--- src/rtl/apple_bus_sampler.sv ---
// apple_bus_sampler: Apple II bus address/data sampler with programmable
// phase offsets, optional 3-sample data vote and an address-filtered FIFO.
//
// Ports:
//   clk_logic_i, system_reset_i       logic clock, async active-high reset
//   phi1_i, phi1_posedge_i/negedge_i  Phi1 level and 1-cycle edge pulses
//   a2_a_i, a2_d_i, a2_rw_n_i         raw bus address, data, R/W
//   cfg_addr_count_i/cfg_data_count_i sample offsets in Phi1 / Phi0
//   addr_o, rw_n_o, addr_strobe_o     latched address cycle
//   data_o, data_in_strobe_o          latched data, per-sample pulse
//   fifo_rd_i, fifo_dout_o, fifo_empty_o, fifo_count_o  capture FIFO
//   overflow_o, overflow_clr_i        sticky dropped-push flag
//   sleep_o                           phase counter saturated (bus idle)
module apple_bus_sampler #(
    parameter int          CNT_W         = 6,
    parameter int          DEPTH         = 16,
    parameter int          DATA_VOTE     = 0,
    parameter int          CAPTURE_READS = 0,
    parameter logic [15:0] FILTER_LO     = 16'h0000,
    parameter logic [15:0] FILTER_HI     = 16'hFFFF
) (
    input  logic                     clk_logic_i,
    input  logic                     system_reset_i,
    input  logic                     phi1_i,
    input  logic                     phi1_posedge_i,
    input  logic                     phi1_negedge_i,
    input  logic [15:0]              a2_a_i,
    input  logic [7:0]               a2_d_i,
    input  logic                     a2_rw_n_i,
    input  logic [CNT_W-1:0]         cfg_addr_count_i,
    input  logic [CNT_W-1:0]         cfg_data_count_i,
    output logic [15:0]              addr_o,
    output logic                     rw_n_o,
    output logic                     addr_strobe_o,
    output logic [7:0]               data_o,
    output logic                     data_in_strobe_o,
    input  logic                     fifo_rd_i,
    output logic [24:0]              fifo_dout_o,
    output logic                     fifo_empty_o,
    output logic [$clog2(DEPTH):0]   fifo_count_o,
    output logic                     overflow_o,
    input  logic                     overflow_clr_i,
    output logic                     sleep_o
);

    localparam int               AW      = $clog2(DEPTH);
    localparam logic [CNT_W-1:0] CNT_MAX = '1;
    localparam logic [AW:0]      FULL_N  = (AW+1)'(DEPTH);

    logic [CNT_W-1:0] cnt;
    logic             addr_hit;
    logic             data_hit;
    logic [7:0]       d_q1;
    logic [7:0]       d_q2;
    logic [7:0]       vote;
    logic             use_vote;
    logic [7:0]       sample;
    logic             data_upd;
    logic [16:0]      lo_diff;
    logic [16:0]      hi_diff;
    logic             in_win;
    logic             push;
    logic             full;
    logic             pop_ok;
    logic             push_ok;
    logic             ovf_set;
    logic [24:0]      mem [DEPTH];
    logic [AW-1:0]    wptr;
    logic [AW-1:0]    rptr;
    logic [AW:0]      count;

    // Phase counter: restarts on either Phi1 edge, saturates when idle.
    always_ff @(posedge clk_logic_i or posedge system_reset_i) begin
        if (system_reset_i) begin
            cnt <= CNT_MAX;
        end else if (phi1_posedge_i || phi1_negedge_i) begin
            cnt <= '0;
        end else if (cnt != CNT_MAX) begin
            cnt <= cnt + 1'b1;
        end
    end

    assign sleep_o = (cnt == CNT_MAX);

    // Compares use the pre-clear count, so an edge pulse in the
    // matching cycle does not suppress the sample.
    assign addr_hit = phi1_i && (cnt == cfg_addr_count_i);
    assign data_hit = !phi1_i && (cnt == cfg_data_count_i);

    // Two-deep history of the data bus for the majority vote.
    always_ff @(posedge clk_logic_i or posedge system_reset_i) begin
        if (system_reset_i) begin
            d_q1 <= '0;
            d_q2 <= '0;
        end else begin
            d_q1 <= a2_d_i;
            d_q2 <= d_q1;
        end
    end

    assign vote     = (d_q2 & d_q1) | (d_q2 & a2_d_i) | (d_q1 & a2_d_i);
    assign use_vote = (DATA_VOTE != 0) && (cfg_data_count_i >= CNT_W'(2));
    assign sample   = use_vote ? vote : a2_d_i;
    assign data_upd = data_hit && (!rw_n_o || (CAPTURE_READS != 0));

    // Window test via borrow bits avoids constant-compare corner cases.
    assign lo_diff = {1'b0, addr_o} - {1'b0, FILTER_LO};
    assign hi_diff = {1'b0, FILTER_HI} - {1'b0, addr_o};
    assign in_win  = !lo_diff[16] && !hi_diff[16];
    assign push    = data_upd && in_win;

    always_ff @(posedge clk_logic_i or posedge system_reset_i) begin
        if (system_reset_i) begin
            addr_o           <= '0;
            rw_n_o           <= 1'b1;
            addr_strobe_o    <= 1'b0;
            data_o           <= '0;
            data_in_strobe_o <= 1'b0;
        end else begin
            addr_strobe_o    <= addr_hit;
            data_in_strobe_o <= data_hit;
            if (addr_hit) begin
                addr_o <= a2_a_i;
                rw_n_o <= a2_rw_n_i;
            end
            if (data_upd) begin
                data_o <= sample;
            end
        end
    end

    // Capture FIFO. A pop frees the slot the same cycle, so push+pop
    // while full both succeed.
    assign full    = (count == FULL_N);
    assign pop_ok  = fifo_rd_i && (count != '0);
    assign push_ok = push && (!full || pop_ok);
    assign ovf_set = push && !push_ok;

    always_ff @(posedge clk_logic_i) begin
        if (push_ok) begin
            mem[wptr] <= {rw_n_o, addr_o, sample};
        end
    end

    always_ff @(posedge clk_logic_i or posedge system_reset_i) begin
        if (system_reset_i) begin
            wptr       <= '0;
            rptr       <= '0;
            count      <= '0;
            overflow_o <= 1'b0;
        end else begin
            if (push_ok) begin
                wptr <= wptr + 1'b1;
            end
            if (pop_ok) begin
                rptr <= rptr + 1'b1;
            end
            if (push_ok && !pop_ok) begin
                count <= count + 1'b1;
            end else if (pop_ok && !push_ok) begin
                count <= count - 1'b1;
            end
            if (ovf_set) begin
                overflow_o <= 1'b1;
            end else if (overflow_clr_i) begin
                overflow_o <= 1'b0;
            end
        end
    end

    assign fifo_empty_o = (count == '0);
    assign fifo_count_o = count;
    assign fifo_dout_o  = (count == '0) ? 25'd0 : mem[rptr];

endmodule

--- config.mk ---
export PLATFORM = sky130hd
export DESIGN_NAME = apple_bus_sampler
export DESIGN_NICKNAME = d
export VERILOG_FILES = /design/src/rtl/apple_bus_sampler.sv
export SDC_FILE = /design/constraint.sdc
export NUM_CORES = 1
export LEC_CHECK = 0
export ABC_AREA = 1
export CAP_MARGIN = 5
export CORE_ASPECT_RATIO = 1.75
export CORE_MARGIN = 4
export CORE_UTILIZATION = 45
export CTS_CLUSTER_DIAMETER = 120
export DETAILED_ROUTE_END_ITERATION = 8
export HOLD_SLACK_MARGIN = 0.08
export PLACE_DENSITY_LB_ADDON = 0.05
export SLEW_MARGIN = 20
export SYNTH_ARGS = -nofsm -noshare
export SYNTH_HDL_FRONTEND = slang
export SYNTH_SLANG_ARGS = --single-unit
--- constraint.sdc ---
create_clock -name clk_logic_i -period 4.15 [get_ports clk_logic_i]
set_input_delay 0.83 -clock clk_logic_i [delete_from_list [all_inputs] [get_ports clk_logic_i]]
set_output_delay 0.83 -clock clk_logic_i [all_outputs]
set_load 0.02 [all_outputs]
==> results.json, run 1 <==
{
  "p_comb_share_pct": 35.7,
  "max_freq_ghz": 0.259,
  "gp_congestion": 0.807,
  "post-cts-setup-buffers": 0,
  "drt-wirelength-per-cell_um": 21.9,
  "yosys.area.top_type_share_pct": 65.6,
  "drv_cap": 0,
  "dieArea_mm2": 0.0441,
  "drc": 0,
  "synth_top_flop_cell": "edfxtp_1",
  "io_pins": 104,
  "drt_wl_total_mm": 49.2,
  "post_cts_resized": 0,
  "insertion_delay_ps": 540,
  "drive_gt1_share_pct": 8.68,
  "num_vias": 12100,
  "yosysSeqAreaShare_pct": 72.1,
  "peakVddDrop_mv": 0.607,
  "cp_top_family": "buffers and inverters",
  "powerDensity_mw_per_mm2": 645,
  "netlist_instances": 1570,
  "grt_pass1_wl_mm": 74.6,
  "power_frac_seq_pct": 38.7,
  "crit_chain": "buf_12, nand2_1, nand3_1, nand3_1, a21oi_1, o21a_1, clkdlybuf4s50_1",
  "grt_pass1_vias": 12100,
  "p_int_mw": 8.83,
  "dpl.hpwl_mm": 28.6,
  "start_util_pct": 45.5,
  "grt_util_met1_pct": 27.4,
  "worstSetupPathType": "reg -> out",
  "fp.coreArea_mm2": 0.0402,
  "drv_slew": 0,
  "finalInstanceArea_mm2": 0.0215,
  "io_buffers": 103,
  "grt_busiest_layer": "met2",
  "layout.nets": 1732,
  "yosysWarnings": 0,
  "clk_path_buf_depth": 3,
  "multi_input_area_mm2": 0.00467,
  "grt_max_degree": 156,
  "avgSynthCellArea_um2": 11.7,
  "vias_per_cell": 5.37,
  "p_leak_nw": 7.88,
  "critPathSlowestCell": "clkdlybuf4s50_1",
  "status": "finished, final reports clean",
  "crit_path_end_kind": "output pin",
  "die_h_um": 275,
  "period_share_pct": 92.9,
  "die_w_um": 160,
  "crit_path_max_fanout": 155,
  "worst_pin_slew_ps": 822,
  "utilization_pct": 53.5,
  "synth_edf_count": 400,
  "cts_tree": "yes",
  "worstPathArrival_ps": 3030,
  "num_rows": 97,
  "antenna_found_initial": 0,
  "globalRouteMet3Util_pct": 3.01,
  "cts-buffers-inserted": 40,
  "cpPeakStageDelay_ps": 600,
  "drt_iter0_markers": 768,
  "hp-class": "reg -> reg",
  "yosys-top-cells-count": "nand2_1 (501), edfxtp_1 (400), nand3_1 (325), a21oi_1 (55)",
  "grt_util_all_layers_pct": 22.3,
  "clkTransAtPathRegs_ps": 60,
  "clock_skew_ps": 16.7,
  "crit_path_frequent_cell": "nand3_1",
  "fin_crit_ps": 3860,
  "crit_path_start_kind": "flop",
  "yosysTopAreaCell": "edfxtp_1",
  "relSlewSlack_pct": 45.1,
  "setup_tns_ps": 0,
  "cts_num_sinks": 447,
  "syn2layout_area_growth_pct": 17.4,
  "hold_viol_final": 0,
  "synth_most_common_cell": "nand2_1",
  "synthesis.area_mm2": 0.0183,
  "worstPathRequired_ps": 3320,
  "fillers": 3486,
  "grt_overflow": 0,
  "p_total_mw": 13.9,
  "antenna_cells": 0,
  "p_sw_mw": 5.02,
  "ys_ff_latch": 447,
  "clock-root-buffer": "clkbuf_16",
  "ant_nets": 0,
  "cts_hold_buffers": 0,
  "use_met2_pct": 40.3,
  "placed_cell_area_mm2": 0.0203,
  "synthTopCellsByArea": "edfxtp_1 (66%), nand2_1 (10%), nand3_1 (8.9%)",
  "swShare_pct": 36.3,
  "crit_buf_inv": 2,
  "dr.pass1.iters": 5,
  "ys_types": 33,
  "async_flop_share_pct": 10.5,
  "syn_nets": 1626,
  "htreeDepth": 2,
  "p_clk_share_pct": 25.6,
  "fin_hold_ws_ps": 483,
  "seq_area_mm2": 0.0132,
  "rsz0062_at_grt": "no",
  "finalSetupViolations": 0
}
## sequential cells by signal, indices dropped and copies added (netlist names), 4 cells and up
name / flops
cnt: 6
mem: 400
data_o: 8
wptr: 4
addr_o: 16
rptr: 4
fifo_count_o: 5
## per-layer routing
| layer | vias to the layer above | routed length (um) |
|---|---|---|
| met5 | - | 0 |
| met4 | 0 | 1720 |
| met3 | 92 | 2100 |
| met2 | 338 | 25800 |
| met1 | 5960 | 19600 |
| li1 | 5692 | - |
## worst paths after layout
check,from,to,slack [ps],depth (start not counted)
min in group asynchronous,system_reset_i,overflow_o,740,2
max,rptr[0],fifo_dout_o[8],290,7
max reg2reg,fifo_count_o[0],fifo_count_o[4],1170,15
min,data_o[7],data_o[7],480,2
max in group asynchronous,system_reset_i,cnt[3],2570,3
min reg2reg,data_o[7],data_o[7],480,2
## kinds of logic after synthesis
family,share of synthesized area [%]
buffers and inverters,2.98
DFF,72.1
xor gates and xnor gates,0.479
adders and majority gates,0.862
AOI/OAI and AO/OA,3.20
and+or+nand+nor,20.4
## worst register-to-register path, stage by stage, from the launching register on
cell	delay [ps]
dfrtp_1	460
nor2_1	150
nand2_1	70
nor2_1	230
clkinv_1	160
buf_4	270
nand2_1	270
ha_1	300
inv_1	130
ha_1	310
a21oi_1	150
nor2_1	50
nor2_1	110
xor2_1	150
nand2_1	60
o21ai_0	60
## placed cells by master (no fill, tap or decap), types with 3 or more instances in the layout
cell type        synthesis  final
nand2_1                501    501
edfxtp_1               400    400
nand3_1                325    325
clkdlybuf4s50_1          0    103
a21oi_1                 55     55
clkbuf_16                0     41
buf_4                    2     40
dfrtp_1                 40     37
inv_1                   35     32
o21a_1                  25     25
nor2_1                  31     17
o21ai_0                 15     15
nor2_4                   0     14
clkinv_2                 0     12
ha_1                    11     11
buf_12                   0     11
clkinv_1                 2      9
xor2_1                   9      9
clkbuf_1                40      7
dfstp_2                  7      7
inv_2                    3      5
a31oi_1                  3      3
## area by class of cell
type,count,share of cell area [%]
Tap cell,544,3.17
Clock buffer,50,5.02
Sequential cell,447,61.4
Inverter,40,0.728
Clock inverter,21,0.675
Multi-Input combinational cell,993,21.7
Timing Repair Buffer,154,7.22
## power groups by stage
stage / Sequential, mW / Combinational, mW / Clock [mW]
3_5_place_dp: 5.45 / 5.01 / 0
3_3_place_gp: 5.45 / 4.99 / 0
5_1_grt: 5.38 / 5.44 / 3.81
4_1_cts: 5.36 / 5.03 / 3.63
2_1_floorplan: 5.39 / 3.02 / 0
6_report: 5.36 / 4.95 / 3.54
## metrics by stage
step | setup slack [ps] | instances
after floorplan | 622 | 1570
after global placement | 735 | 2178
after detailed placement | 708 | 2178
after CTS | 255 | 2249
after global routing | 127 | 2249
final | 294 | 2249
(Power assumes the default switching activity.)
==> inputs of run 2 (changes only) <==
--- a/config.mk
+++ b/config.mk
@@ -12,9 +12,9 @@
 export CORE_UTILIZATION = 45
 export CTS_CLUSTER_DIAMETER = 120
 export DETAILED_ROUTE_END_ITERATION = 8
+export GPL_TIMING_DRIVEN = 0
 export HOLD_SLACK_MARGIN = 0.08
 export PLACE_DENSITY_LB_ADDON = 0.05
-export SLEW_MARGIN = 20
 export SYNTH_ARGS = -nofsm -noshare
 export SYNTH_HDL_FRONTEND = slang
 export SYNTH_SLANG_ARGS = --single-unit
==> run 2 against run 1 <==
Clock skew down 7.4 ps. Worst hold slack better by 2.9 ps. Combinational power up 7.5%. Sequential share of layout area down 1.6 points. Sequential cell count unchanged. Setup slack worse by 250 ps. Clock-buffer cell count unchanged. Critical path type unchanged. Die area unchanged.
==> results.json, run 2 (synthesis gave the netlist of run 1 again) <==
{
  "drc": 0,
  "io_buffers": 103,
  "hp-start": "data_o[2]",
  "startpoint": "rptr[3]",
  "clock-root-buffer": "clkbuf_16",
  "finalSetupViolations": 0,
  "crit_path_end_kind": "output pin",
  "worstReg2RegStart": "cnt[2]",
  "layout.nets": 1793,
  "drive_gt1_share_pct": 9.67,
  "worstSetupPathType": "reg -> out",
  "fin_crit_ps": 4100,
  "io_pins": 104,
  "multi_input_area_mm2": 0.00467,
  "largestRegisters": "mem: 400 flops, addr_o: 16 flops, data_o: 8 flops",
  "grt_util_all_layers_pct": 24.2,
  "drv_cap": 0,
  "r2r_slack_ps": 990,
  "clkTransAtPathRegs_ps": 70,
  "crit_path_max_fanout": 10,
  "r2r-end": "fifo_count_o[4]",
  "endpoint": "fifo_dout_o[18]",
  "cts_tree": "yes",
  "cpPeakStageDelay_ps": 630,
  "hp-class": "reg -> reg",
  "utilization_pct": 54.9,
  "post-route-worst-setup-slack_ps": 48.9,
  "critPathSlowestCell": "clkdlybuf4s50_1",
  "grt_max_degree": 37,
  "crit_path_start_kind": "flop",
  "crit_chain": "clkbuf_1, inv_2, buf_1, a21oi_1, o21a_1, clkdlybuf4s50_1",
  "layout_commonest_cell": "nand2_1",
  "start_util_pct": 45.5,
  "grt_pass1_wl_mm": 78.5,
  "powerDensity_mw_per_mm2": 671,
  "syn2layout_area_growth_pct": 20.5,
  "drt_iter0_markers": 978,
  "hold_viol_final": 0,
  "drt_wl_total_mm": 53.5,
  "grt_overflow": 0,
  "ant_nets": 0,
  "fillers": 3478,
  "worstPathRequired_ps": 3320,
  "period_share_pct": 98.8,
  "reg2reg_depth": 19,
  "clk_path_buf_depth": 3,
  "pre_cts_ws_ps": 304,
  "largest_register_ffs": 400,
  "fp.coreArea_mm2": 0.0402,
  "rsz0062_at_grt": "no",
  "insertion_delay_ps": 550,
  "num_vias": 12400,
  "p_leak_nw": 8.12,
  "drt-wirelength-per-cell_um": 23.1,
  "relSlewSlack_pct": 38.9,
  "worst_pin_slew_ps": 917,
  "htreeDepth": 2,
  "final_cells": 2313,
  "dieArea_mm2": 0.0441,
  "seq_area_mm2": 0.0132,
  "die_w_um": 160,
  "p_total_mw": 14.8,
  "num_rows": 97,
  "grt_pass1_vias": 12500,
  "vias_per_cell": 5.38,
  "peakVddDrop_mv": 0.448,
  "clock_skew_ps": 9.26,
  "antenna_found_initial": 0,
  "dpl.hpwl_mm": 37.1,
  "dr.pass1.iters": 5,
  "cts-buffers-inserted": 41,
  "die_h_um": 275,
  "worstPathArrival_ps": 3270,
  "drv_slew": 0,
  "post-cts-setup-buffers": 0,
  "gp_congestion": 0.812,
  "place_inst": 2238,
  "top_register": "mem",
  "max_freq_ghz": 0.244,
  "status": "finished, final reports clean",
  "cts_num_sinks": 447,
  "layout_common_cells": "nand2_1 (501), edfxtp_1 (400), nand3_1 (325)"
}
-- run 2: changes by cell type in the layout (fill, tap and decap cells not counted), sizes merged --
cell      previous run  this run
buf                 51        70
clkinvlp             0         4
clkinv              21        12
diode                0         1
clkbuf              50        91
bufinv               2         9
inv                 38        39
-- run 2: cell type report --
cell class	count	area share, %
Tap cell	544	3.09
Clock buffer	50	5.09
Timing Repair Buffer	124	6.61
Antenna cell	1	0.0113
Clock inverter	24	1.61
Sequential cell	447	59.8
Multi-Input combinational cell	993	21.2
Buffer	90	1.90
Inverter	40	0.681
-- run 2: stage by stage --
step	instance area [um^2]	hold WS (ps)	TNS, ps
6_report	22100	486	0
5_1_grt	22100	509	0
4_1_cts	22000	490	0
3_5_place_dp	20600	472	0
3_3_place_gp	20000	464	-474740
2_1_floorplan	18300	477	0
-- run 2: critical path, delay by kind of cell, from the launching register on --
kind,cells,cell delay (ps)
flip-flops,1,320
AO/OA/AOI/OAI,2,630
buffers and inverters,4,1770
-- run 2: per-layer routing --
metal	vias up	part of all wire (%)	global-route usage, %
met2	397	55	45.9
met1	6076	36	26.4
met3	133	4.9	3.49
met5	-	0	0
met4	0	4.6	11.4
li1	5828	-	-
-- run 2: worst min path at each step --
stage	to	slack (ps)	cells after the start
6_report	data_o[2]	490	2
5_1_grt	data_o[3]	510	2
4_1_cts	data_o[2]	490	2
3_5_place_dp	data_o[0]	470	2
3_3_place_gp	data_o[2]	460	2
2_1_floorplan	cnt[4]	480	2
-- run 2: power by group --
group	total, mW	leakage (nW)	switching, mW	internal (mW)
Combinational	5.32	3.18	3.54	1.78
Clock	4.15	0.715	1.66	2.49
Sequential	5.33	4.23	0.238	5.09
Total	14.8	8.12	5.44	9.37
-- run 2: timing repair --
item | in CTS | in global routing
resized for setup | 6 | 23
hold endpoints to repair | 0 | 0
hold buffers | 0 | 0
setup endpoints to repair | 14 | 19
==> inputs of run 3 (changes only) <==
--- a/config.mk
+++ b/config.mk
@@ -12,6 +12,7 @@
 export CORE_UTILIZATION = 45
 export CTS_CLUSTER_DIAMETER = 120
 export DETAILED_ROUTE_END_ITERATION = 8
+export GPL_ROUTABILITY_DRIVEN = 1
 export GPL_TIMING_DRIVEN = 0
 export HOLD_SLACK_MARGIN = 0.08
 export PLACE_DENSITY_LB_ADDON = 0.05
==> results of run 3 <==
Final layout, timing and power as in run 2 (identical DEF).
